**config.mk**
```make
export PLATFORM = sky130hd
export DESIGN_NAME = alu_control_seq
export DESIGN_NICKNAME = d
export VERILOG_FILES = /design/src/rtl/alu_ctrl_pkg.sv /design/src/rtl/alu_ctrl_decode.sv /design/src/rtl/alu_control_seq.sv
export SDC_FILE = /design/constraint.sdc
export NUM_CORES = 1
export LEC_CHECK = 0
export ABC_AREA = 1
export CAP_MARGIN = 30
export CORE_AREA = 2 2 39 41
export CTS_BUF_LIST = sky130_fd_sc_hd__clkbuf_2
export DETAILED_ROUTE_END_ITERATION = 10
export DIE_AREA = 0 0 41 43
export DONT_BUFFER_PORTS = 1
export HOLD_SLACK_MARGIN = 0.15
export MAX_ROUTING_LAYER = met4
export PLACE_DENSITY = 0.81
export SETUP_SLACK_MARGIN = 0.4
export SYNTH_ARGS = -nofsm -noshare
export SYNTH_HDL_FRONTEND = slang
export SYNTH_SLANG_ARGS = --single-unit
```
**constraint.sdc**
```tcl
create_clock -name clk -period 1.4 [get_ports clk]
set_input_delay 0.28 -clock clk [delete_from_list [all_inputs] [get_ports clk]]
set_output_delay 0.28 -clock clk [all_outputs]
set_load 0.03 [all_outputs]
```
**src/rtl/alu_ctrl_pkg.sv**
```systemverilog
// rtl/alu_ctrl_pkg.sv - ALU control codes, funct encodings, sequencer state and helpers
package alu_ctrl_pkg;

  localparam logic [3:0] ALU_ADD  = 4'b0000;
  localparam logic [3:0] ALU_SUB  = 4'b0001;
  localparam logic [3:0] ALU_MULT = 4'b0010;
  localparam logic [3:0] ALU_DIV  = 4'b0011;
  localparam logic [3:0] ALU_AND  = 4'b0100;
  localparam logic [3:0] ALU_OR   = 4'b0101;
  localparam logic [3:0] ALU_NOR  = 4'b0110;
  localparam logic [3:0] ALU_XOR  = 4'b0111;
  localparam logic [3:0] ALU_SLL  = 4'b1000;
  localparam logic [3:0] ALU_SRL  = 4'b1001;

  localparam logic [5:0] F_ADD  = 6'b100000;
  localparam logic [5:0] F_SUB  = 6'b100010;
  localparam logic [5:0] F_MULT = 6'b011000;
  localparam logic [5:0] F_DIV  = 6'b011010;
  localparam logic [5:0] F_AND  = 6'b100100;
  localparam logic [5:0] F_OR   = 6'b100101;
  localparam logic [5:0] F_NOR  = 6'b100111;
  localparam logic [5:0] F_XOR  = 6'b100110;
  localparam logic [5:0] F_SLL  = 6'b000000;
  localparam logic [5:0] F_SRL  = 6'b000001;

  typedef enum logic {IDLE = 1'b0, BUSY = 1'b1} state_t;

  function automatic logic is_multicycle(input logic [3:0] code);
    return (code == ALU_MULT) || (code == ALU_DIV);
  endfunction

endpackage

```
**src/rtl/alu_ctrl_decode.sv**
```systemverilog
// rtl/alu_ctrl_decode.sv - combinational aluOp/funct decode; shift ops gated by ALU_CTRL_SHIFT_EN
module alu_ctrl_decode
  import alu_ctrl_pkg::*;
(
  input  logic [1:0] aluOp,
  input  logic [5:0] funct,
  output logic [3:0] code,
  output logic       illegal,
  output logic       multicycle
);

  always_comb begin
    code    = ALU_ADD;
    illegal = 1'b0;
    case (aluOp)
      2'b00: code = ALU_ADD;
      2'b01: code = ALU_SUB;
      2'b11: illegal = 1'b1;
      default: begin
        case (funct)
          F_ADD:  code = ALU_ADD;
          F_SUB:  code = ALU_SUB;
          F_MULT: code = ALU_MULT;
          F_DIV:  code = ALU_DIV;
          F_AND:  code = ALU_AND;
          F_OR:   code = ALU_OR;
          F_NOR:  code = ALU_NOR;
          F_XOR:  code = ALU_XOR;
`ifdef ALU_CTRL_SHIFT_EN
          F_SLL:  code = ALU_SLL;
          F_SRL:  code = ALU_SRL;
`endif
          default: illegal = 1'b1;
        endcase
      end
    endcase
  end

  assign multicycle = is_multicycle(code);

endmodule

```
**src/rtl/alu_control_seq.sv**
```systemverilog
// rtl/alu_control_seq.sv - registered ALU control word with mult/div sequencing and ID/EX stall
module alu_control_seq
  import alu_ctrl_pkg::*;
#(
  parameter int CTRL_W      = 4,
  parameter int MULT_CYCLES = 4,
  parameter int DIV_CYCLES  = 32
) (
  input  logic              clk,
  input  logic              rst_n,
  input  logic              valid_in,
  input  logic [1:0]        aluOp,
  input  logic [5:0]        funct,
  input  logic              flush,
  output logic [CTRL_W-1:0] alu_ctrl_out,
  output logic              ctrl_valid,
  output logic              busy,
  output logic              done,
  output logic              stall,
  output logic              illegal
);

  localparam int MAX_LAT = (MULT_CYCLES > DIV_CYCLES) ? MULT_CYCLES : DIV_CYCLES;
  localparam int CNT_W   = $clog2(MAX_LAT);

  if (CTRL_W < 4) begin : g_bad_ctrl_w
    $error("alu_control_seq: CTRL_W must be at least 4");
  end
  if (MULT_CYCLES < 2 || DIV_CYCLES < 2) begin : g_bad_lat
    $error("alu_control_seq: latencies must be at least 2");
  end

  state_t           state;
  logic [CNT_W-1:0] cnt;
  logic             sc_valid;
  logic [3:0]       dec_code;
  logic             dec_illegal;
  logic             dec_multi;
  logic             accept;

  alu_ctrl_decode u_decode (
    .aluOp      (aluOp),
    .funct      (funct),
    .code       (dec_code),
    .illegal    (dec_illegal),
    .multicycle (dec_multi)
  );

  // All status outputs come from registers only, so stall has no input-to-output path.
  assign busy       = (state == BUSY);
  assign done       = busy && (cnt == '0);
  assign stall      = busy && !done;
  assign ctrl_valid = sc_valid || done;
  assign accept     = valid_in && !flush && ((state == IDLE) || done);

  always_ff @(posedge clk or negedge rst_n) begin
    if (!rst_n) begin
      state        <= IDLE;
      cnt          <= '0;
      alu_ctrl_out <= '0;
      sc_valid     <= 1'b0;
      illegal      <= 1'b0;
    end else if (flush) begin
      state    <= IDLE;
      cnt      <= '0;
      sc_valid <= 1'b0;
      illegal  <= 1'b0;
    end else if (accept) begin
      alu_ctrl_out <= CTRL_W'(dec_code);
      illegal      <= dec_illegal;
      if (dec_multi) begin
        state    <= BUSY;
        cnt      <= (dec_code == ALU_MULT) ? CNT_W'(MULT_CYCLES - 1) : CNT_W'(DIV_CYCLES - 1);
        sc_valid <= 1'b0;
      end else begin
        state    <= IDLE;
        cnt      <= '0;
        sc_valid <= 1'b1;
      end
    end else begin
      sc_valid <= 1'b0;
      illegal  <= 1'b0;
      if (busy) begin
        if (cnt == '0) state <= IDLE;
        else           cnt   <= cnt - CNT_W'(1);
      end
    end
  end

endmodule

```
==> impl_metrics.env <==
export IMPL_dpl_hpwl_um=1203
export IMPL_setup_viol=11
export IMPL_wl_met2_um=1089
export IMPL_relSlewSlack=0.6591
export IMPL_first_pass_iters=4
export IMPL_crit_arrival_ps=1290
export IMPL_syn_instance_count=101
export IMPL_timing_rr_start="cnt[0]"
export IMPL_grt_max_degree=12
export IMPL_syn_nets=114
export IMPL_slowest_delay_ps=390
export IMPL_place_congestion=0.7356
export IMPL_n_fill_cell=96
export IMPL_wire_per_inst_um=14.32
export IMPL_drt_iter0_drc=17
export IMPL_core_um2=1384
export IMPL_fp_dieH_um=43
export IMPL_maxUsedRoutingLayer="met4"
export IMPL_syn_area_um2=737.0
export IMPL_ys_ff_latch=11
export IMPL_hold_path_end="illegal"
export IMPL_fin_nets=134
export IMPL_r2r_cells=10
export IMPL_synth_most_common_cell="nand2_1"
export IMPL_die_width_um=41
export IMPL_layout_setup_ws_ps=-171.6
export IMPL_status="complete, but fails checks"
export IMPL_utilization=0.7749
export IMPL_crit_path_end_kind="primary output"
export IMPL_clk_pin_slew_ps=100
export IMPL_syn_to_final_growth_pct=45.50
export IMPL_worstPathRequired_ps=1120
export IMPL_leakage_uw=0.0005206
export IMPL_vdd_drop_max_mv=0.5047
export IMPL_syn_mean_instance_area_um2=7.297
export IMPL_regArea_um2=281.5
export IMPL_yosysTopAreaCell="dfrtp_1"
export IMPL_cp_slowest_cell="dfrtp_1"
export IMPL_drive_gt1_frac=0.4333
export IMPL_final_hold_viol_count=0
export IMPL_yosys_warnings=0
export IMPL_drc=0
export IMPL_critPathMaxFanout=3
export IMPL_grt_use_total=0.2518
export IMPL_multiInputGateArea_um2=516.7
export IMPL_htreeDepth=1
export IMPL_r2r_slack_ps=-50
export IMPL_io_pins=21
export IMPL_start_kind="flop"
export IMPL_postPlaceCellArea_um2=832.0
export IMPL_initial_utilization=0.5325
export IMPL_cap_violations=0
export IMPL_routed_wl_um=1948
export IMPL_cts_buffers_inserted=3
export IMPL_finalPower_uw=654.0
export IMPL_wl_met3_um=89
export IMPL_antenna_found_initial=0
export IMPL_synth_top_area_frac=0.3735
export IMPL_maxSlewViolCount=0
export IMPL_cts_tree="done"
export IMPL_post_synth_num_cell_types=22
export IMPL_synthTopCellsByCount="nand2_1, nand3_1, inv_1, nor2_1, dfrtp_1"
export IMPL_clockBufferDepth=2
export IMPL_fin_area_um2=1072
export IMPL_r2r_end="cnt[2]"
export IMPL_dr_total_vias=731
export IMPL_cts_sinks=11
export IMPL_crit_type="flop to primary output"
export IMPL_synth_main_ff_cell="dfrtp_1"
export IMPL_grt_pass1_wl_um=2918
export IMPL_vias_per_cell=5.375
export IMPL_port_buffers=0
export IMPL_grt_pass1_vias=705
export IMPL_path_cells="inv_2 -> ha_4 -> nand3_4 -> nor2_4 -> or2_4"
export IMPL_postRouteAntennaNets=0
export IMPL_worst_slew_pin_slew_ps=509.7
export IMPL_layout_min_cycle_time_ps=1572
export IMPL_grt_ovfl_total=0
export IMPL_dieArea_um2=1763
export IMPL_num_antenna_cells=0
export IMPL_post_route_period_util=1.123
export IMPL_yosys_top_cells_area="dfrtp_1, nand2_1, nand3_1, inv_1, nor2_1"
export IMPL_synth_edff_count=0
export IMPL_clock_skew_ps=1.904
export IMPL_holdWs_ps=166.8
export IMPL_rsz0062_at_grt="true"
export IMPL_root_buffer="clkbuf_2"
export IMPL_row_count=14
export IMPL_hp_class="primary input to flop"
export IMPL_clock_latency_ps=270
export IMPL_fmax_mhz=636.3
export IMPL_m1WireLength_um=723
export IMPL_async_flop_share=1.000
export IMPL_seq_area_frac_synth=0.3735
export IMPL_failed_checks="setup timing"
export IMPL_powerDensity_nw_per_um2=609.9
export IMPL_hp_start="aluOp[1]"
export IMPL_min_delay_path_depth=1
layout make-up:
cell class	instances	share of cell area
well taps	16	0.01867
inverters	14	0.06534
repair buffers	16	0.1529
clock buffers	4	0.01867
multi-input cells	75	0.4819
flip-flops and latches	11	0.2625
power breakdown:
part | switching (µW) | internal, µW
Combinational | 67.8 | 44.0
Sequential | 26.7 | 330
Clock | 110 | 75.8
Total | 204 | 450
cells by family (layout without fill, tap and decap cells):
logic type	after synthesis	count (layout)	synth area share
other	1	1	0.005088
xor gates and xnor gates	2	2	0.02377
buffers and inverters	15	34	0.08318
AOI/OAI and AO/OA	3	3	0.04415
and+or+nand+nor	68	68	0.4533
adders and majority gates	1	1	0.01698
DFF	11	11	0.3735
through the flow:
step / setup TNS [ps] / std cells / worst slack [ps]
finish: -684.3 / 136 / -171.6
detailed placement: -3.785 / 121 / -3.785
global placement: 0 / 121 / 57.38
CTS: -485.3 / 132 / -149.2
floorplan: -7.493 / 101 / -7.493
global route: -1338 / 136 / -208.9
what timing repair did:
action,in CTS,in global routing
endpoints found under the hold margin,12,0
resized for setup,22,11
cloned,0,0
buffers inserted,5,4
pin swaps,14,10
endpoints found under the setup margin,19,19
hold buffers,2,0
registers in the layout, indices dropped and copies added, names as in the netlist:
register,flops
illegal,1
busy,1
alu_ctrl_out,3
sc_valid,1
cnt,5
critical path: cells and delay by family, from the launching register on:
| kind | cells | cell delay [ps] |
|---|---|---|
| AND/OR/NAND/NOR | 3 | 420 |
| flip-flops | 1 | 390 |
| adder cells (fa/ha/maj) | 1 | 160 |
| buffers and inverters | 1 | 50 |
worst max path at each step:
stage,start,end,cells past startpoint
after global placement,cnt[1],cnt[3],9
after CTS,cnt[0],ctrl_valid,5
final,cnt[1],ctrl_valid,5
after detailed placement,cnt[1],cnt[2],9
after floorplan,cnt[1],ctrl_valid,5
after global routing,cnt[0],ctrl_valid,5
metal layers:
metal | GRT usage | up-vias
li1 | - | 354
met1 | 0.2911 | 352
met2 | 0.4156 | 20
met3 | 0.02094 | 5
met4 | 0.1200 | 0
met5 | - | -
placed cells by master, fill, tap and decap left out, types with 3 or more instances in the layout:
| cell type | netlist | final |
|---|---|---|
| buf_4 | 1 | 6 |
| buf_6 | 0 | 7 |
| clkbuf_2 | 0 | 4 |
| inv_1 | 12 | 10 |
| nand3_1 | 15 | 11 |
| dfrtp_1 | 11 | 6 |
| nor2_1 | 12 | 8 |
| nand3_2 | 2 | 4 |
| nor2_4 | 3 | 8 |
| dfrtp_2 | 0 | 5 |
| nand2_2 | 3 | 3 |
| nand2_1 | 25 | 23 |
(Power assumes the default switching activity.)
==> RTL edit, RTL diff (config.mk and constraints unchanged) <==
Build with the macro `ALU_CTRL_SHIFT_EN` defined.
--- a/src/rtl/alu_ctrl_decode.sv
+++ b/src/rtl/alu_ctrl_decode.sv
@@ -1,3 +1,5 @@
 // rtl/alu_ctrl_decode.sv - combinational aluOp/funct decode; shift ops gated by ALU_CTRL_SHIFT_EN
+`define ALU_CTRL_SHIFT_EN
+
 module alu_ctrl_decode
   import alu_ctrl_pkg::*;
Check against the original RTL: not equivalent (Yosys sat finds a counterexample within 4 cycles, from zero or initial values and one cycle with rst_n low).
==> RTL edit against the unedited design <==
Final area increased by 4.4%; setup slack got worse by 0.0049 ns; core utilization increased by 3.4 points; die area unchanged; register-to-register slack got worse by 0.09 ns; area after synthesis increased by 2.9%; critical endpoint unchanged; routed wire length decreased by 3.7%; the flow still finishes with violations (negative setup slack); sequential cell count increased by 1.
Power is not compared: it rests on default switching activity, and its combinational part moved more than twofold at a synthesized area within 25%.
==> RTL edit: results (changes against the unedited design) <==
failing checks negative setup slack (unchanged); Seq/Total Area, Yosys 39.6% (was 37.4%); cts-stage hold buffer count 1 (was 2); initial drt markers 11 (was 17); post-synthesis net count 121 (was 114); hold slack final 0.167 ns (about the same); post-route setup slack -0.177 ns (was -0.172 ns); setup_tns -1.16 ns (was -0.684 ns); Worst-path clk slew 0.12 ns (was 0.10 ns); top flop regs cnt x5, alu_ctrl_out x4 (was cnt x5, alu_ctrl_out x3); Area contributors post-synth dfrtp_1 (40%), nand2_1 (17%), nand3_1 (7.9%), inv_1 (7.9%), nor2_1 (5.0%) (was dfrtp_1 (37%), nand2_1 (13%), nand3_1 (10%), inv_1 (6.1%), nor2_1 (6.1%)); worst slack, placed -0.0132 ns (was -0.00378 ns); r2r worst-path depth 11 (was 10); via count 762 (was 731); met1 Use GR 28.4% (was 29.1%); status finished, violations left (unchanged); FF-to-FF setup slack -0.14 ns (was -0.05 ns); first-pass GRT wire length 2930 um (was 2920 um); setup violators final 12 (was 11); hold endpoint cnt[3]$_DFFE_PN0P_ (was illegal$_DFF_PN0_); net switching power between 600 and 700 uW; hold_sp flush (was aluOp[1]); CP delay by family, top simple AND/OR/NAND/NOR gates (unchanged); compound-cell area share of the yosys netlist 7.26% (was 4.41%); Worst Skew 0.00461 ns (was 0.00190 ns); async set-reset flop share out of synthesis 100% (unchanged); worst setup path startpoint cnt[0]$_DFFE_PN0P_ (was cnt[1]$_DFFE_PN0P_); non-filler cells in the finished layout 144 (was 136); Synth Area in XOR/XNOR 2.31% (was 2.38%); met2 usage 43.1% (was 41.6%); Crit-path slowest cell dfrtp_1 (unchanged); DR WL/cell 13.0 um (was 14.3 um); gpl congestion 0.743 (was 0.736); postcts setup bufs 4 (was 5); adder-cell share of the synthesized area 1.65% (was 1.70%); placed insts 132 (was 121); Distinct cells, synth 21 (was 22); share of cells above drive strength 1 40.6% (was 43.3%); hold path depth 3 (was 1); PostCTS Resize Cnt 20 (was 22); hpwl dp 1260 um (was 1200 um); fillers 89 (was 96); vias in the first global route 722 (was 705); GRT Total Usage 25.4% (was 25.2%); Slew @ Worst Pin 0.526 ns (was 0.510 ns)
RTL edit: cell types whose count changed after synthesis, sizes merged, moves of 2 or more:
| cell | unedited run | this run |
|---|---|---|
| nand3 | 17 | 13 |
| o31ai | 0 | 2 |
| nand2 | 28 | 38 |
| nor2 | 18 | 11 |
| inv | 13 | 17 |
RTL edit: final cells by class:
| type | instances | area [sq um] | share of cell area, % |
|---|---|---|---|
| clock inverter | 1 | 3.75 | 0.335 |
| tap | 16 | 20.0 | 1.79 |
| clock buffer | 3 | 15.0 | 1.34 |
| timing repair buffer | 17 | 159 | 14.2 |
| multi-input combinational | 78 | 543 | 48.5 |
| inverter | 17 | 71.3 | 6.37 |
| sequential | 12 | 308 | 27.5 |
RTL edit: layer usage:
| layer | share of wire [%] | wire length [um] |
|---|---|---|
| met3 | 4.0 | 75 |
| met5 | 0 | 0 |
| met1 | 37 | 693 |
| met2 | 57 | 1070 |
| met4 | 1.8 | 34 |
